--- config.mk ---
export PLATFORM = sky130hd
export DESIGN_NAME = pwm_write_scheduler_flat
export DESIGN_NICKNAME = d
export VERILOG_FILES = /design/src/rtl/pwm_write_scheduler_pkg.sv /design/src/rtl/pwm_write_scheduler_if.sv /design/src/rtl/pwm_write_scheduler_sync_fifo.sv /design/src/rtl/pwm_write_scheduler.sv /design/src/flat_wrapper.sv
export SDC_FILE = /design/constraint.sdc
export NUM_CORES = 1
export LEC_CHECK = 0
export CAP_MARGIN = 25
export CORE_ASPECT_RATIO = 0.8
export CORE_MARGIN = 3
export CORE_UTILIZATION = 50
export CTS_CLUSTER_SIZE = 30
export DETAILED_ROUTE_END_ITERATION = 8
export GPL_ROUTABILITY_DRIVEN = 0
export HOLD_SLACK_MARGIN = 0.02
export PLACE_DENSITY = 0.72
export SLEW_MARGIN = 15
export SYNTH_ARGS = -nofsm -noshare
export SYNTH_HDL_FRONTEND = slang
export SYNTH_SLANG_ARGS = --single-unit
export TNS_END_PERCENT = 50
--- constraint.sdc ---
create_clock -name clk -period 3.73 [get_ports clk]
set_input_delay 0.746 -clock clk [delete_from_list [all_inputs] [get_ports clk]]
set_output_delay 0.746 -clock clk [all_outputs]
set_load 0.03 [all_outputs]
--- src/rtl/pwm_write_scheduler_pkg.sv ---
// Shared definitions for the PWM write scheduler: command word layout,
// clock-divider address and FSM state encoding.
package pwm_write_scheduler_pkg;

  localparam int unsigned CMD_W    = 16;
  localparam int unsigned ADDR_W   = 4;
  localparam int unsigned ADDR_MSB = 15;
  localparam int unsigned ADDR_LSB = 12;
  localparam int unsigned DATA_MSB = 11;
  localparam int unsigned DATA_LSB = 0;

  localparam logic [ADDR_W-1:0] CLKDIV_ADDR = 4'd8;

  typedef enum logic [1:0] {
    ST_IDLE,
    ST_WAIT_TICK,
    ST_DRAIN
  } state_t;

  function automatic logic [ADDR_W-1:0] cmd_addr(input logic [CMD_W-1:0] w);
    return w[ADDR_MSB:ADDR_LSB];
  endfunction

endpackage

--- src/rtl/pwm_write_scheduler_if.sv ---
// Command-in / write-strobe-out bundle of the PWM write scheduler.
interface pwm_write_scheduler_if
  import pwm_write_scheduler_pkg::*;
#(
  parameter int unsigned NUM_CH = 8,
  parameter int unsigned DATA_W = 12
);
  logic              cmd_valid;
  logic              cmd_ready;
  logic [CMD_W-1:0]  cmd_data;
  logic              period_tick;
  logic              sync_mode;
  logic              clr_flags;
  logic [DATA_W-1:0] wr_data;
  logic [NUM_CH-1:0] pwm_wr;
  logic              clk_div_wr;
  logic              busy;
  logic              overflow;
  logic              bad_addr;

  modport master (
    output cmd_valid, cmd_data, period_tick, sync_mode, clr_flags,
    input  cmd_ready, wr_data, pwm_wr, clk_div_wr, busy, overflow, bad_addr
  );

  modport slave (
    input  cmd_valid, cmd_data, period_tick, sync_mode, clr_flags,
    output cmd_ready, wr_data, pwm_wr, clk_div_wr, busy, overflow, bad_addr
  );
endinterface

--- src/rtl/pwm_write_scheduler_sync_fifo.sv ---
// Small synchronous FIFO with show-ahead read data and occupancy count.
module sync_fifo #(
  parameter int unsigned DEPTH = 4,
  parameter int unsigned WIDTH = 16
) (
  input  logic                     clk,
  input  logic                     rst,
  input  logic                     i_push,
  input  logic                     i_pop,
  input  logic [WIDTH-1:0]         i_data,
  output logic [WIDTH-1:0]         o_data,
  output logic                     o_full,
  output logic                     o_empty,
  output logic [$clog2(DEPTH):0]   o_count
);
  localparam int unsigned PTR_W = $clog2(DEPTH);

  logic [WIDTH-1:0] r_mem [DEPTH];
  logic [PTR_W-1:0] r_wr_ptr;
  logic [PTR_W-1:0] r_rd_ptr;
  logic [PTR_W:0]   r_count;
  logic             w_push;
  logic             w_pop;

  assign o_full  = (r_count == (PTR_W+1)'(DEPTH));
  assign o_empty = (r_count == '0);
  assign o_count = r_count;
  assign o_data  = r_mem[r_rd_ptr];
  assign w_push  = i_push && !o_full;
  assign w_pop   = i_pop && !o_empty;

  // Storage write; contents need no reset since count gates visibility.
  always_ff @(posedge clk) begin
    if (w_push) r_mem[r_wr_ptr] <= i_data;
  end

  // Wrapping pointers and occupancy count.
  always_ff @(posedge clk) begin
    if (rst) begin
      r_wr_ptr <= '0;
      r_rd_ptr <= '0;
      r_count  <= '0;
    end else begin
      if (w_push) r_wr_ptr <= r_wr_ptr + PTR_W'(1);
      if (w_pop)  r_rd_ptr <= r_rd_ptr + PTR_W'(1);
      r_count <= r_count + (PTR_W+1)'(w_push) - (PTR_W+1)'(w_pop);
    end
  end
endmodule

--- src/rtl/pwm_write_scheduler.sv ---
// Buffers SPI command words and issues one-cycle write strobes to the PWM
// channels or the clock divider, optionally holding channel writes until a
// PWM period boundary.
module pwm_write_scheduler
  import pwm_write_scheduler_pkg::*;
#(
  parameter int unsigned DEPTH       = 4,
  parameter int unsigned NUM_CH      = 8,
  parameter int unsigned DATA_W      = 12,
  parameter int unsigned CLKDIV_ADDR = 8
) (
  input  logic                  clk,
  input  logic                  rst,
  pwm_write_scheduler_if.slave  bus
);
  localparam int unsigned       PTR_W    = $clog2(DEPTH);
  localparam logic [ADDR_W-1:0] W_CLKDIV = ADDR_W'(CLKDIV_ADDR);

  state_t            r_state;
  logic [PTR_W:0]    r_drain_cnt;
  logic              r_iss_valid;
  logic [ADDR_W-1:0] r_iss_addr;
  logic [DATA_W-1:0] r_iss_data;
  logic [NUM_CH-1:0] r_pwm_wr;
  logic              r_clk_div_wr;
  logic [DATA_W-1:0] r_wr_data;
  logic              r_overflow;
  logic              r_bad_addr;

  logic              w_push;
  logic              w_pop;
  logic              w_full;
  logic              w_empty;
  logic [PTR_W:0]    w_count;
  logic [CMD_W-1:0]  w_head;
  logic [ADDR_W-1:0] w_head_addr;
  logic              w_head_is_ch;
  logic              w_iss_is_ch;
  logic [NUM_CH-1:0] w_iss_onehot;
  logic              w_bad_set;
  logic              w_ovf_set;

  sync_fifo #(.DEPTH(DEPTH), .WIDTH(CMD_W)) u_fifo (
    .clk     (clk),
    .rst     (rst),
    .i_push  (w_push),
    .i_pop   (w_pop),
    .i_data  (bus.cmd_data),
    .o_data  (w_head),
    .o_full  (w_full),
    .o_empty (w_empty),
    .o_count (w_count)
  );

  assign w_push       = bus.cmd_valid && !w_full;
  assign w_ovf_set    = bus.cmd_valid && w_full;
  assign w_head_addr  = cmd_addr(w_head);
  assign w_head_is_ch = (32'(w_head_addr) < NUM_CH);
  assign w_iss_is_ch  = (32'(r_iss_addr) < NUM_CH);
  assign w_bad_set    = r_iss_valid && !w_iss_is_ch && (r_iss_addr != W_CLKDIV);

  assign bus.cmd_ready  = !w_full;
  assign bus.busy       = !w_empty || (r_state != ST_IDLE);
  assign bus.pwm_wr     = r_pwm_wr;
  assign bus.clk_div_wr = r_clk_div_wr;
  assign bus.wr_data    = r_wr_data;
  assign bus.overflow   = r_overflow;
  assign bus.bad_addr   = r_bad_addr;

  // Pop decision: IDLE pops anything not held for a tick; DRAIN pops every cycle.
  always_comb begin
    w_pop = 1'b0;
    case (r_state)
      ST_IDLE:  w_pop = !w_empty && !(w_head_is_ch && bus.sync_mode);
      ST_DRAIN: w_pop = !w_empty;
      default:  w_pop = 1'b0;
    endcase
  end

  // Scheduling FSM; DRAIN only pops the entries present when the tick arrived.
  always_ff @(posedge clk) begin
    if (rst) begin
      r_state     <= ST_IDLE;
      r_drain_cnt <= '0;
    end else begin
      case (r_state)
        ST_IDLE: begin
          if (!w_empty && w_head_is_ch && bus.sync_mode) r_state <= ST_WAIT_TICK;
        end
        ST_WAIT_TICK: begin
          if (!bus.sync_mode) begin
            r_state <= ST_IDLE;
          end else if (bus.period_tick) begin
            r_drain_cnt <= w_count;
            r_state     <= ST_DRAIN;
          end
        end
        ST_DRAIN: begin
          r_drain_cnt <= r_drain_cnt - (PTR_W+1)'(1);
          if (r_drain_cnt <= (PTR_W+1)'(1)) r_state <= ST_IDLE;
        end
        default: r_state <= ST_IDLE;
      endcase
    end
  end

  // Issue stage: holds the popped entry for one cycle before strobing.
  always_ff @(posedge clk) begin
    if (rst) begin
      r_iss_valid <= 1'b0;
      r_iss_addr  <= '0;
      r_iss_data  <= '0;
    end else begin
      r_iss_valid <= w_pop;
      if (w_pop) begin
        r_iss_addr <= w_head_addr;
        r_iss_data <= w_head[DATA_LSB +: DATA_W];
      end
    end
  end

  // Channel index to one-hot strobe pattern.
  always_comb begin
    w_iss_onehot = '0;
    for (int unsigned i = 0; i < NUM_CH; i++) begin
      if (32'(r_iss_addr) == i) w_iss_onehot[i] = 1'b1;
    end
  end

  // Registered one-cycle strobes; wr_data only changes with a strobe.
  always_ff @(posedge clk) begin
    if (rst) begin
      r_pwm_wr     <= '0;
      r_clk_div_wr <= 1'b0;
      r_wr_data    <= '0;
    end else begin
      r_pwm_wr     <= '0;
      r_clk_div_wr <= 1'b0;
      if (r_iss_valid && w_iss_is_ch) begin
        r_pwm_wr  <= w_iss_onehot;
        r_wr_data <= r_iss_data;
      end else if (r_iss_valid && (r_iss_addr == W_CLKDIV)) begin
        r_clk_div_wr <= 1'b1;
        r_wr_data    <= r_iss_data;
      end
    end
  end

  // Sticky error flags; a set in the same cycle as clr_flags wins.
  always_ff @(posedge clk) begin
    if (rst) begin
      r_overflow <= 1'b0;
      r_bad_addr <= 1'b0;
    end else begin
      if (w_ovf_set)          r_overflow <= 1'b1;
      else if (bus.clr_flags) r_overflow <= 1'b0;
      if (w_bad_set)          r_bad_addr <= 1'b1;
      else if (bus.clr_flags) r_bad_addr <= 1'b0;
    end
  end
endmodule

--- src/flat_wrapper.sv ---
// flat-port wrapper written by rule: the top's interface ports become plain ports
module pwm_write_scheduler_flat import pwm_write_scheduler_pkg::*;
#(
  parameter int unsigned DEPTH       = 4,
  parameter int unsigned NUM_CH      = 8,
  parameter int unsigned DATA_W      = 12,
  parameter int unsigned CLKDIV_ADDR = 8
)
  (clk, rst, bus_cmd_valid, bus_cmd_data, bus_period_tick, bus_sync_mode, bus_clr_flags, bus_cmd_ready, bus_wr_data, bus_pwm_wr, bus_clk_div_wr, bus_busy, bus_overflow, bus_bad_addr);
  pwm_write_scheduler_if #(.NUM_CH(NUM_CH), .DATA_W(DATA_W)) bus_i ();
  input  logic clk;
  input  logic rst;
  input wire logic [$bits(bus_i.cmd_valid)-1:0] bus_cmd_valid;
  input wire logic [$bits(bus_i.cmd_data)-1:0] bus_cmd_data;
  input wire logic [$bits(bus_i.period_tick)-1:0] bus_period_tick;
  input wire logic [$bits(bus_i.sync_mode)-1:0] bus_sync_mode;
  input wire logic [$bits(bus_i.clr_flags)-1:0] bus_clr_flags;
  output wire logic [$bits(bus_i.cmd_ready)-1:0] bus_cmd_ready;
  output wire logic [$bits(bus_i.wr_data)-1:0] bus_wr_data;
  output wire logic [$bits(bus_i.pwm_wr)-1:0] bus_pwm_wr;
  output wire logic [$bits(bus_i.clk_div_wr)-1:0] bus_clk_div_wr;
  output wire logic [$bits(bus_i.busy)-1:0] bus_busy;
  output wire logic [$bits(bus_i.overflow)-1:0] bus_overflow;
  output wire logic [$bits(bus_i.bad_addr)-1:0] bus_bad_addr;
  assign bus_i.cmd_valid = bus_cmd_valid;
  assign bus_i.cmd_data = bus_cmd_data;
  assign bus_i.period_tick = bus_period_tick;
  assign bus_i.sync_mode = bus_sync_mode;
  assign bus_i.clr_flags = bus_clr_flags;
  assign bus_cmd_ready = bus_i.cmd_ready;
  assign bus_wr_data = bus_i.wr_data;
  assign bus_pwm_wr = bus_i.pwm_wr;
  assign bus_clk_div_wr = bus_i.clk_div_wr;
  assign bus_busy = bus_i.busy;
  assign bus_overflow = bus_i.overflow;
  assign bus_bad_addr = bus_i.bad_addr;
  pwm_write_scheduler #(.DEPTH(DEPTH), .NUM_CH(NUM_CH), .DATA_W(DATA_W), .CLKDIV_ADDR(CLKDIV_ADDR)) u_core (.clk(clk), .rst(rst), .bus(bus_i));
endmodule
==> flow_summary.json <==
{
  "status": "finished clean",
  "crit_path_end_kind": "output port",
  "layoutNonFillerInstCount": 515,
  "antenna_found_initial": 0,
  "syn-num-nets": 371,
  "synth_cells": 341,
  "met2_usage_pct": 27.2,
  "crit_slowest_cell": "clkdlybuf4s50_1",
  "required_ns": 2.98,
  "num_vias": 2832,
  "critPathBufInv": 1,
  "synth_enable_flop_cells": 64,
  "fin_skew_ns": 0.00654,
  "fp.coreArea_um2": 8600,
  "fin_crit_sh_pct": 75.7,
  "routed_via_density": 5.50,
  "gr-max-usage-layer": "met2",
  "period_minus_slack_ns": 2.83,
  "wire_per_inst_um": 16.0,
  "grt_max_degree": 35,
  "tightestPinTransition_ns": 0.838,
  "clkPwrFrac_pct": 36.0,
  "fin_nets": 420,
  "die_w_um": 112,
  "first_iter_violations": 126,
  "yosysTopAreaCellShare_pct": 42.8,
  "synth_flop_cell": "edfxtp_1",
  "setup_viol": 0,
  "hold_viol": 0,
  "hold_path.class": "flip-flop to flip-flop",
  "grt_pass1_vias": 2747,
  "yosysSeqAreaShare_pct": 66.9,
  "htreeDepth": 4,
  "ys_warn_count": 0,
  "num_antenna_cells": 0,
  "ant_nets": 0,
  "cts_root_buf": "clkbuf_8",
  "clock_sinks": 118,
  "p_sw_share_pct": 29.4,
  "crit_path_start_kind": "flip-flop",
  "io_buffers": 46,
  "power_leakage_uw": 0.00192,
  "synth.top_cells.by_count": "64 x edfxtp_1, 54 x dfxtp_1, 38 x a21oi_1, 28 x nand3_1",
  "critical_path.cell_chain": "nor3_1 -> nand2_1 -> clkdlybuf4s50_1",
  "ctsResizeCount": 0,
  "rows": 30,
  "cts_buffer_depth": 2,
  "crit_arrival_ns": 2.08,
  "pre_cts_ws_ns": 0.435,
  "synthToLayoutAreaGrowth_pct": 25.3,
  "final.setup.worst_slack_ns": 0.905,
  "p_int_uw": 3070,
  "synth_seq_cells": 118,
  "drive_above_1_share_pct": 13.6,
  "crit_fanout": 5,
  "post_cts_buffers": 0,
  "cts_buffers": 17,
  "power_uw": 4350,
  "die_h_um": 90.7,
  "power_frac_comb_pct": 23.7,
  "ioPinCount": 47,
  "yosysTopAreaCell": "edfxtp_1",
  "power_switching_uw": 1280,
  "grt_pass1_wl_mm": 13.6,
  "gr-total-overflow": 0,
  "slew_headroom_pct": 44.1,
  "dp_hpwl_mm": 5.13,
  "start_util_pct": 52.2,
  "numPlacedInstances": 483,
  "crit_type": "flip-flop to output port",
  "synth_area_um2": 4490,
  "synth.most_common_cell": "edfxtp_1",
  "synth_async_sr_flop_share_pct": 0,
  "critPathTopFamily": "buffers and inverters",
  "use_met1_pct": 22.4,
  "power_frac_seq_pct": 40.2,
  "rsz0062_at_grt": "false",
  "dieArea_um2": 10200,
  "wirelength_mm": 8.23,
  "first_pass_iters": 4,
  "r2r_slack_ns": 0.93,
  "maxCapViolCount": 0,
  "max_freq_mhz": 354,
  "synth.distinct_cells": 39,
  "cts_hold_buf": 0,
  "avgSynthCellArea_um2": 13.2,
  "vdd_drop_max_v": 0.000439,
  "drc_errors": 0,
  "final_max_slew_viol_count": 0,
  "synth.area.top_cells": "edfxtp_1 43%, dfxtp_1 24%, mux4_2 7.5%, a21oi_1 4.2%, nand3_1 3.1%",
  "power.density_nw_per_um2": 774,
  "grt_use_met3_pct": 5.76,
  "fin_setup_tns_ns": 0,
  "timing.hold.ws_ns": 0.451,
  "cts.clk_slew.worst_paths_ns": 0.06,
  "cts_tree": "done",
  "max_stage_delay_ns": 0.62,
  "groute.usage.overall_pct": 17.5,
  "insertion_delay_ns": 0.51
}
[metrics by stage]
| step | util, % | instance area, µm² |
|---|---|---|
| 6_report | 65.4 | 5620 |
| 5_1_grt | 65.4 | 5620 |
| 3_3_place_gp | 58.7 | 5040 |
| 2_1_floorplan | - | 4490 |
| 3_5_place_dp | 58.7 | 5040 |
| 4_1_cts | 65.4 | 5620 |
[registers in the layout, summed over array words and instances, names as in the netlist, 2 cells and up, named ones only]
register                flops
u_core.r_iss_data          12
u_core.u_fifo.r_rd_ptr      2
u_core.u_fifo.r_wr_ptr      2
u_core.bus.wr_data         12
u_core.r_drain_cnt          3
u_core.u_fifo.r_mem        64
u_core.u_fifo.o_count       3
u_core.r_state              2
u_core.bus.pwm_wr           8
u_core.r_iss_addr           4
[final cells by class]
cell class	count	area, µm²
Timing Repair Buffer	53	513
Clock inverter	12	154
Fill cell	649	2970
Sequential cell	118	3000
Clock buffer	20	425
Multi-Input combinational cell	189	1350
Tap cell	112	140
Inverter	11	41.3
[worst register-to-register path, delay by kind of cell, from the launching register on]
family,cells,cell delay [ns]
buffers and inverters,1,0.04
adder cells (fa/ha/maj),3,0.88
flip-flops,1,0.63
AND/OR/NAND/NOR,3,0.37
multiplexers,1,0.41
XOR/XNOR,2,0.35
[path summary, 6_finish.rpt]
path	depth (start not counted)	start	end
hold / removal	2	u_core.bus.wr_data[10]$_SDFFE_PP0P_	u_core.bus.wr_data[10]$_SDFFE_PP0P_
setup / recovery	3	u_core.u_fifo.o_count[1]$_SDFF_PP0_	bus_busy
hold reg to reg	2	u_core.bus.wr_data[10]$_SDFFE_PP0P_	u_core.bus.wr_data[10]$_SDFFE_PP0P_
setup reg to reg	10	flip-flop	u_core.u_fifo.o_count[2]$_SDFF_PP0_
[per-layer routing]
metal  up-vias  part of all wire [%]  routed length, µm
met5         -                     0                  0
met4         0                   1.2                 99
met3        12                   5.5                451
met2        69                    47               3860
met1      1384                    46               3820
li1       1367                     -                  -
[power by group through the flow]
stage | clock (µW) | sequential (µW) | combinational [µW]
after floorplan | 0 | 1730 | 767
after global placement | 0 | 1760 | 999
after detailed placement | 0 | 1770 | 1020
after CTS | 1590 | 1750 | 1040
after global routing | 1660 | 1780 | 1140
final | 1570 | 1750 | 1030
[logic make-up (layout without fill, tap and decap cells)]
group	after synthesis	count (layout)	share of synthesized area [%]
buf+inv	34	96	3.10
fa+ha+maj	8	8	2.40
compound gates	67	67	8.37
xor+xnor	3	3	0.586
flops	118	118	66.9
mux	19	19	8.48
simple gates	92	92	10.2
[placed cells by master, fill, tap and decap left out, types with 3 or more instances in the layout]
cell type / n
edfxtp_1: 64
dfxtp_1: 54
clkdlybuf4s50_1: 46
a21oi_1: 38
nand3_1: 28
nand2_1: 19
o21ai_0: 19
nor2_1: 16
clkbuf_16: 16
mux4_2: 15
inv_1: 10
ha_1: 7
buf_4: 7
nor2b_1: 6
nor3_1: 6
and3_1: 4
or3_1: 4
nand2b_1: 3
xnor2_1: 3
clkbuf_1: 3
clkinv_2: 3
bufinv_16: 3
clkinvlp_4: 3
Note: power is estimated with default switching activity, not from simulation.
